[config.mk]
export PLATFORM = sky130hd
export DESIGN_NAME = wb_cmd_master
export DESIGN_NICKNAME = d
export VERILOG_FILES = /design/src/rtl/wb_cmd_master_pkg.sv /design/src/rtl/wb_ack_timeout.sv /design/src/rtl/wb_cmd_master.sv
export SDC_FILE = /design/constraint.sdc
export NUM_CORES = 1
export LEC_CHECK = 0
export ABC_AREA = 1
export ABC_CLOCK_PERIOD_IN_PS = 2390
export BUFFER_PORTS_ARGS = -buffer_cell sky130_fd_sc_hd__buf_4
export CORE_ASPECT_RATIO = 0.6
export CORE_MARGIN = 3
export CORE_UTILIZATION = 40
export CTS_CLUSTER_DIAMETER = 80
export DETAILED_ROUTE_END_ITERATION = 12
export PLACE_DENSITY = 0.7
export RECOVER_POWER = 50
export SYNTH_ARGS = -nofsm -noshare
export SYNTH_HDL_FRONTEND = slang
export SYNTH_SLANG_ARGS = --single-unit
[constraint.sdc]
create_clock -name clk -period 2.39 [get_ports clk]
set_clock_uncertainty 0.15 [all_clocks]
set_input_delay 0.3585 -clock clk [delete_from_list [all_inputs] [get_ports clk]]
set_output_delay 0.3585 -clock clk [all_outputs]
set_load 0.1 [all_outputs]
[src/rtl/wb_cmd_master_pkg.sv]
// Shared definitions for the lightweight Wishbone initiators: FSM encoding and bus data width.
package wb_cmd_master_pkg;

    localparam int WB_DW = 32;

    typedef enum logic [1:0] {
        IDLE = 2'd0,
        BUS  = 2'd1,
        RSP  = 2'd2
    } state_t;

endpackage

[src/rtl/wb_ack_timeout.sv]
// Ack watchdog: counts enabled cycles since the last clear and flags the TIMEOUT-th one.
module wb_ack_timeout #(
    parameter int TIMEOUT = 255
) (
    input  logic clk,
    input  logic rst_n,
    input  logic clear,
    input  logic enable,
    output logic expired
);

    localparam int CW = $clog2(TIMEOUT + 1);

    logic [CW-1:0] count_reg;

    always_ff @(posedge clk or negedge rst_n) begin
        if (!rst_n) begin
            count_reg <= '0;
        end else if (clear) begin
            count_reg <= '0;
        end else if (enable) begin
            count_reg <= count_reg + CW'(1);
        end
    end

    // Fires during the TIMEOUT-th waiting cycle so wb_cyc drops after exactly TIMEOUT cycles.
    assign expired = enable && (count_reg == CW'(TIMEOUT - 1));

endmodule

[src/rtl/wb_cmd_master.sv]
// Wishbone command initiator: single/burst accesses from a cmd stream, one response per beat.
module wb_cmd_master
    import wb_cmd_master_pkg::*;
#(
    parameter int AW      = 4,
    parameter int TIMEOUT = 255,
    parameter int LENW    = 8
) (
    input  logic             clk,
    input  logic             rst_n,
    input  logic             cmd_valid,
    output logic             cmd_ready,
    input  logic             cmd_we,
    input  logic [AW-1:0]    cmd_addr,
    input  logic [WB_DW-1:0] cmd_wdata,
    input  logic [LENW-1:0]  cmd_len,
    input  logic             cmd_inc,
    output logic             rsp_valid,
    input  logic             rsp_ready,
    output logic [WB_DW-1:0] rsp_data,
    output logic             rsp_err,
    output logic             rsp_last,
    output logic             wb_cyc,
    output logic             wb_we,
    output logic [AW-1:0]    wb_addr,
    output logic [WB_DW-1:0] wb_wdata,
    input  logic             wb_ack,
    input  logic [WB_DW-1:0] wb_rdata,
    output logic             busy
);

    state_t             state_reg, state_next;
    logic [LENW-1:0]    beats_left_reg, beats_left_next;
    logic               we_reg, we_next;
    logic               inc_reg, inc_next;
    logic               wb_cyc_reg, wb_cyc_next;
    logic               wb_we_reg, wb_we_next;
    logic [AW-1:0]      wb_addr_reg, wb_addr_next;
    logic [WB_DW-1:0]   wb_wdata_reg, wb_wdata_next;
    logic               rsp_valid_reg, rsp_valid_next;
    logic [WB_DW-1:0]   rsp_data_reg, rsp_data_next;
    logic               rsp_err_reg, rsp_err_next;
    logic               rsp_last_reg, rsp_last_next;
    logic               to_expired;

    wb_ack_timeout #(.TIMEOUT(TIMEOUT)) u_timeout (
        .clk     (clk),
        .rst_n   (rst_n),
        .clear   (state_reg != BUS),
        .enable  ((state_reg == BUS) && !wb_ack),
        .expired (to_expired)
    );

    always_ff @(posedge clk or negedge rst_n) begin
        if (!rst_n) begin
            state_reg      <= IDLE;
            beats_left_reg <= '0;
            we_reg         <= 1'b0;
            inc_reg        <= 1'b0;
            wb_cyc_reg     <= 1'b0;
            wb_we_reg      <= 1'b0;
            wb_addr_reg    <= '0;
            wb_wdata_reg   <= '0;
            rsp_valid_reg  <= 1'b0;
            rsp_data_reg   <= '0;
            rsp_err_reg    <= 1'b0;
            rsp_last_reg   <= 1'b0;
        end else begin
            state_reg      <= state_next;
            beats_left_reg <= beats_left_next;
            we_reg         <= we_next;
            inc_reg        <= inc_next;
            wb_cyc_reg     <= wb_cyc_next;
            wb_we_reg      <= wb_we_next;
            wb_addr_reg    <= wb_addr_next;
            wb_wdata_reg   <= wb_wdata_next;
            rsp_valid_reg  <= rsp_valid_next;
            rsp_data_reg   <= rsp_data_next;
            rsp_err_reg    <= rsp_err_next;
            rsp_last_reg   <= rsp_last_next;
        end
    end

    always_comb begin
        state_next      = state_reg;
        beats_left_next = beats_left_reg;
        we_next         = we_reg;
        inc_next        = inc_reg;
        wb_cyc_next     = wb_cyc_reg;
        wb_we_next      = wb_we_reg;
        wb_addr_next    = wb_addr_reg;
        wb_wdata_next   = wb_wdata_reg;
        rsp_valid_next  = rsp_valid_reg;
        rsp_data_next   = rsp_data_reg;
        rsp_err_next    = rsp_err_reg;
        rsp_last_next   = rsp_last_reg;
        case (state_reg)
            IDLE: begin
                if (cmd_valid) begin
                    we_next         = cmd_we;
                    inc_next        = cmd_inc;
                    beats_left_next = cmd_len;
                    wb_cyc_next     = 1'b1;
                    wb_we_next      = cmd_we;
                    wb_addr_next    = cmd_addr;
                    wb_wdata_next   = cmd_wdata;
                    state_next      = BUS;
                end
            end
            BUS: begin
                // Ack has priority over an expiry landing on the same cycle.
                if (wb_ack) begin
                    wb_cyc_next    = 1'b0;
                    wb_we_next     = 1'b0;
                    rsp_valid_next = 1'b1;
                    rsp_data_next  = we_reg ? '0 : wb_rdata;
                    rsp_err_next   = 1'b0;
                    rsp_last_next  = (beats_left_reg == '0);
                    state_next     = RSP;
                end else if (to_expired) begin
                    wb_cyc_next    = 1'b0;
                    wb_we_next     = 1'b0;
                    rsp_valid_next = 1'b1;
                    rsp_data_next  = '0;
                    rsp_err_next   = 1'b1;
                    rsp_last_next  = 1'b1;
                    state_next     = RSP;
                end
            end
            RSP: begin
                if (rsp_ready) begin
                    rsp_valid_next = 1'b0;
                    if (rsp_last_reg) begin
                        state_next = IDLE;
                    end else begin
                        beats_left_next = beats_left_reg - LENW'(1);
                        wb_addr_next    = wb_addr_reg + AW'(inc_reg);
                        wb_cyc_next     = 1'b1;
                        wb_we_next      = we_reg;
                        state_next      = BUS;
                    end
                end
            end
            default: state_next = IDLE;
        endcase
    end

    assign cmd_ready = (state_reg == IDLE);
    assign busy      = (state_reg != IDLE);
    assign wb_cyc    = wb_cyc_reg;
    assign wb_we     = wb_we_reg;
    assign wb_addr   = wb_addr_reg;
    assign wb_wdata  = wb_wdata_reg;
    assign rsp_valid = rsp_valid_reg;
    assign rsp_data  = rsp_data_reg;
    assign rsp_err   = rsp_err_reg;
    assign rsp_last  = rsp_last_reg;

endmodule
== Yosys cells after proc, flatten, opt, wreduce, memory -nomap -nowiden ==
Index checks and enable logic that the tools add are counted.
Operators by class
  add/sub/neg operators: 3
  equality and inequality tests: 8
  multiplexer cells: 35
  reduce and logical (&&, ||, !) cells: 17
Operators with widths (count)
  2-to-1 mux 32 bit: 3
  2-to-1 mux 8 bit: 5
  case mux 8 bit (2 select lines): 1
  2-to-1 mux 1 bit: 14
  2-to-1 mux 4 bit: 3
  nonzero test 2 bit: 5
  adder 8 x 1 -> 8 bit, second input constant: 1
  == test 8 bit, second input constant: 1
  logical NOT 8 bit: 1
  2-to-1 mux 2 bit: 4
  case mux 4 bit (2 select lines): 1
  subtractor 8 x 1 -> 8 bit, second input constant: 1
  != test 2 bit, second input constant: 3
  case mux 1 bit (3 select lines): 2
  case mux 2 bit (3 select lines): 1
  AND reduction 3 bit: 2
  AND reduction 5 bit: 1
  adder 4 x 1 -> 4 bit: 1
  AND reduction 2 bit: 2
  AND reduction 4 bit: 1
  != test 3 bit, second input constant: 1
  nonzero test 3 bit: 1
  == test 2 x 1 -> 1 bit, second input constant: 1
  == test 2 bit, second input constant: 1
  5 further kinds: 6
Word-level totals
  flip-flop bits (word level): 93
  output and inout port bits: 75
  logic and storage cells: 76

== Depth between registers and ports, before layout ==
  word-level depth: 6
  mapped depth: 12

== Hierarchy ==
A second synthesis with hierarchy kept.
Unflattened totals
  cell total of the unflattened synthesis: 447
  area total of the unflattened synthesis: 4335.4 µm²
By module, submodules not included
  wb_cmd_master: instances 1, cells an instance 383, area an instance 3861.2 µm², seq. area each 2127.0 µm²
  wb_ack_timeout: instances 1, cells an instance 64, area an instance 474.2 µm², seq. area each 200.2 µm²

== Worst setup path after synthesis ==
No wires, ideal clock.
  path kind: register to register
  start point: register state_reg[0]
  end point: register beats_left_reg[2]
  setup time: 123 ps
  arrival: 2944 ps
  slack: -827 ps
  stages on the path, launching flop included: 9
  period minus slack after synthesis: 3217 ps
  cell sequence: dfrtp_1 > inv_1 > ha_1 > inv_1 > o21ai_0 > nand2_2 > buf_2 > o21ai_0 > nand2_1
Between the ends
  longest elaborated chain between the ends: 3
  elaborated cells on any way between the ends: 8
  classes of those cells: eq/ne: 4; mux: 1; reduce/logical: 3
Ends and longest elaborated chain
  from (decl): line wb_cmd_master.sv:32  | state_t state_reg, state_next;
  from (signal assigned): line wb_cmd_master.sv:69  | state_reg <= state_next;
  logical NOT 2 bit *
  named net cmd_ready: line wb_cmd_master.sv:12  | output logic cmd_ready,
  != test 2 bit (no source line) or nonzero test 2 bit (tied branches)
  AND reduction 4 bit (no source line)
  to (signal assigned): line wb_cmd_master.sv:70  | beats_left_reg <= beats_left_next;
  to (decl): line wb_cmd_master.sv:33  | logic [LENW-1:0] beats_left_reg, beats_left_next;
The timed path passes the listed nets; every way through them passes the cells marked *.
A chain may end at the register's enable or synchronous reset.

== Worst setup path after layout ==
  start point: register state_reg[1]
  end point: register rsp_data_reg[8], in the netlist rsp_data[8]
Between the ends
  longest elaborated chain between the ends: 5
Ends and longest elaborated chain
  == test 2 x 1 -> 1 bit *: line wb_cmd_master.sv:50, wb_cmd_master.sv:97
  logical AND 1 bit: line wb_cmd_master.sv:50  | .enable ((state_reg == BUS) && !wb_ack),
  logical AND 1 bit: line wb_ack_timeout.sv:27  | assign expired = enable && (count_reg == CW'(TIMEOUT - 1));
  nonzero test 2 bit (no source line)
  AND reduction 2 bit (no source line) *
  to (signal assigned): line wb_cmd_master.sv:78  | rsp_data_reg <= rsp_data_next;
  to (decl): line wb_cmd_master.sv:41  | logic [WB_DW-1:0] rsp_data_reg, rsp_data_next;
Mark *: on every way between the ends. The rest lies on a longest branch, timed or not.

==> flow_summary_export.csv <==
group,metric,value,unit
run_status,outcome,"completed",
routing,dr_wl_met3,1.12,mm
finish,syn_to_final_growth,37.4,%
routing,drt_iter0_drc,176,
routing,met2_length,4.73,mm
yosys,async_flop_share,1.00,
routing,ant_nets,0,
clock_network,post_cts_resized,0,
clock_network,clk_latency,0.33,ns
clock_network,cts_buffers,9,
yosys,synth_top_cell_area_share,0.560,
floorplan,row_count,28,
routing,post-route-drc-count,0,
worst_setup_path,cp-end-kind,"register",
grt,track_usage,0.186,
yosys,synth_top_area_cell,"dfrtp_1",
yosys,synth_area,4150,sq um
worst_setup_path,arrival,2.15,ns
floorplan,chipWidth,138,um
worst_setup_path,r2r_end,"rsp_data[8]$_DFFE_PN0P_",
clock_network,clockRootBuffer,"clkbuf_16",
clock_network,cts_hold_buf,1,
worst_setup_path,critPathMaxFanout,33,
place,placed_area,5500,sq um
floorplan,coreArea,9980,sq um
grt,overflow,0,
clock_network,cts_setup_buffers,0,
sta,fmax,481,MHz
yosys,ys_warn_count,0,
sta,relSlewSlack,0.167,
worst_setup_path,crit_end,"rsp_data[8]$_DFFE_PN0P_",
sta,worst-slew-pin-transition,1.25,ns
flow_run,cap_violations,0,
routing,first_pass_iters,4,
finish,seqCellArea,2330,sq um
min_path,hp-class,"in -> reg",
place,io_buffer_count,157,
clock_network,htreeDepth,3,
yosys,syn_nets,540,
floorplan,die-area,11700,sq um
finish,fin_util,0.571,
routing,wl_met1,4.64,mm
worst_setup_path,r2r_cells,9,
finish,nNetsFinal,702,
sta,hold_violations,0,
worst_setup_path,required,2.46,ns
worst_setup_path,crit_type,"reg -> reg",
yosys,synth_commonest_cells,"nand2_1, dfrtp_1, mux2_2",
routing,via_count,3568,
floorplan,num_io_pins,158,
yosys,ys_seq_area_frac,0.560,
place,place_ws,0.377,ns
yosys,synth-main-ff-cell,"dfrtp_1",
routing,dr.max_layer_used,"met4",
yosys,synth_edf_count,0,
clock_network,path_clk_slew,0.07,ns
clock_network,cts.sinks,93,
sta,setup_violations,0,
yosys,synth_area_leaders,"dfrtp_1, nand2_1, mux2_2",
grt,grt_max_degree,51,
clock_network,cts_tree,"built",
finish,layout-drive-gt1-share,0.339,
place,place_congestion,0.867,
yosys,synth_cells,446,
routing,routed_via_density,4.77,
grt,grt_pass1_vias,3571,
clock_network,clockBufferDepth,2,
worst_setup_path,cp-start-kind,"register",
finish,nFillCells,911,
worst_setup_path,ff2ff_setup_slack,0.31,ns
worst_setup_path,timing.rr.start,"state_reg[1]$_DFFE_PN0P_",
finish,multi_input_area,1630,sq um
yosys,ys_seq_elements,93,
worst_setup_path,cp-startpoint,"state_reg[1]$_DFFE_PN0P_",
sta,period_share,0.871,
finish,stdcell_area,5710,sq um
routing,wl_per_cell,14.1,um
grt,antenna_found_initial,0,
floorplan,start_util,0.416,
yosys,synthDistinctLibCells,24,
routing,wl,10.6,mm
sta,final.setup.tns,0,ns
finish,n_antenna_cell,0,
sta,worst_slack,0.309,ns
grt,grt_pass1_wl,17.2,mm
floorplan,die_height,84.9,um
yosys,avgSynthCellArea,9.31,sq um
place,dpl.hpwl,8.00,mm
yosys,yosysMostFrequentCell,"nand2_1",
sta,fin_crit,2.08,ns
sta,rsz0062_at_grt,"no",
sta,drv_slew,0,
==> cell usage in the layout, fill, tap and decap left out, types with 2 or more instances in the layout <==
cell | Yosys | final
a21oi_1 | 5 | 5
buf_4 | 0 | 126
clkbuf_1 | 1 | 16
clkbuf_16 | 0 | 9
clkbuf_2 | 0 | 20
clkinvlp_4 | 0 | 2
dfrtp_1 | 93 | 93
ha_1 | 11 | 10
inv_1 | 30 | 28
inv_2 | 3 | 4
inv_6 | 0 | 2
mux2_2 | 33 | 33
nand2_1 | 173 | 173
nand2_2 | 2 | 2
nand3_1 | 17 | 17
nand4_1 | 5 | 5
nor2_1 | 25 | 24
o21ai_0 | 24 | 23
o31ai_1 | 3 | 3
xnor2_1 | 2 | 2
==> cell type report <==
class | instances | area share
Timing Repair Buffer | 165 | 0.200
Clock buffer | 10 | 0.0419
Tap cell | 135 | 0.0296
Multi-Input combinational cell | 306 | 0.286
Sequential cell | 93 | 0.408
Clock inverter | 6 | 0.0121
Inverter | 33 | 0.0224
==> how the worst min path moves through the flow <==
stage | from | end | slack, ns | depth (start not counted)
after CTS | wb_rdata[21] | rsp_data[21]$_DFFE_PN0P_ | 0.06 | 3
final | wb_rdata[23] | rsp_data[23]$_DFFE_PN0P_ | 0.07 | 3
after floorplan | rst_n | beats_left_reg[0]$_DFFE_PN0P_ | -0.09 | 0
after global routing | wb_rdata[24] | rsp_data[24]$_DFFE_PN0P_ | 0.06 | 3
after global placement | rst_n | rsp_data[6]$_DFFE_PN0P_ | 0.27 | 1
after detailed placement | rst_n | rsp_data[6]$_DFFE_PN0P_ | 0.28 | 1
==> stage by stage <==
stage                     std cells  hold slack (ns)
after floorplan                 446          -0.0871
after global placement          731            0.271
after detailed placement        731            0.285
after CTS                       748           0.0595
after global routing            748           0.0617
final                           748           0.0741
==> worst max-delay path, cell delays in order (launching register included) <==
cell and delay [ns]:
dfrtp_1 0.41, inv_1 0.15, ha_1 0.37, inv_2 0.09, nor3_2 0.18, nand2_1 0.11, nand2_2 0.11, nand2_4 0.21
nand2_1 0.13, nand2_1 0.05
==> cell families after synthesis <==
kind of cell / count (synthesis) / synth area share
simple gates: 226 / 0.218
flops: 93 / 0.560
buf+inv: 47 / 0.0506
compound gates: 34 / 0.0440
mux: 33 / 0.0895
fa+ha+maj: 11 / 0.0331
xor+xnor: 2 / 0.00422
==> per-layer routing <==
metal  vias to the layer above  global-route usage
met3                         4              0.0841
li1                       1744                   -
met5                         -                   0
met4                         0              0.0471
met1                      1684               0.248
met2                       136               0.280
Power is not shown: default switching activity piles up to over one toggle a cycle in this logic, so the estimate is an artifact.
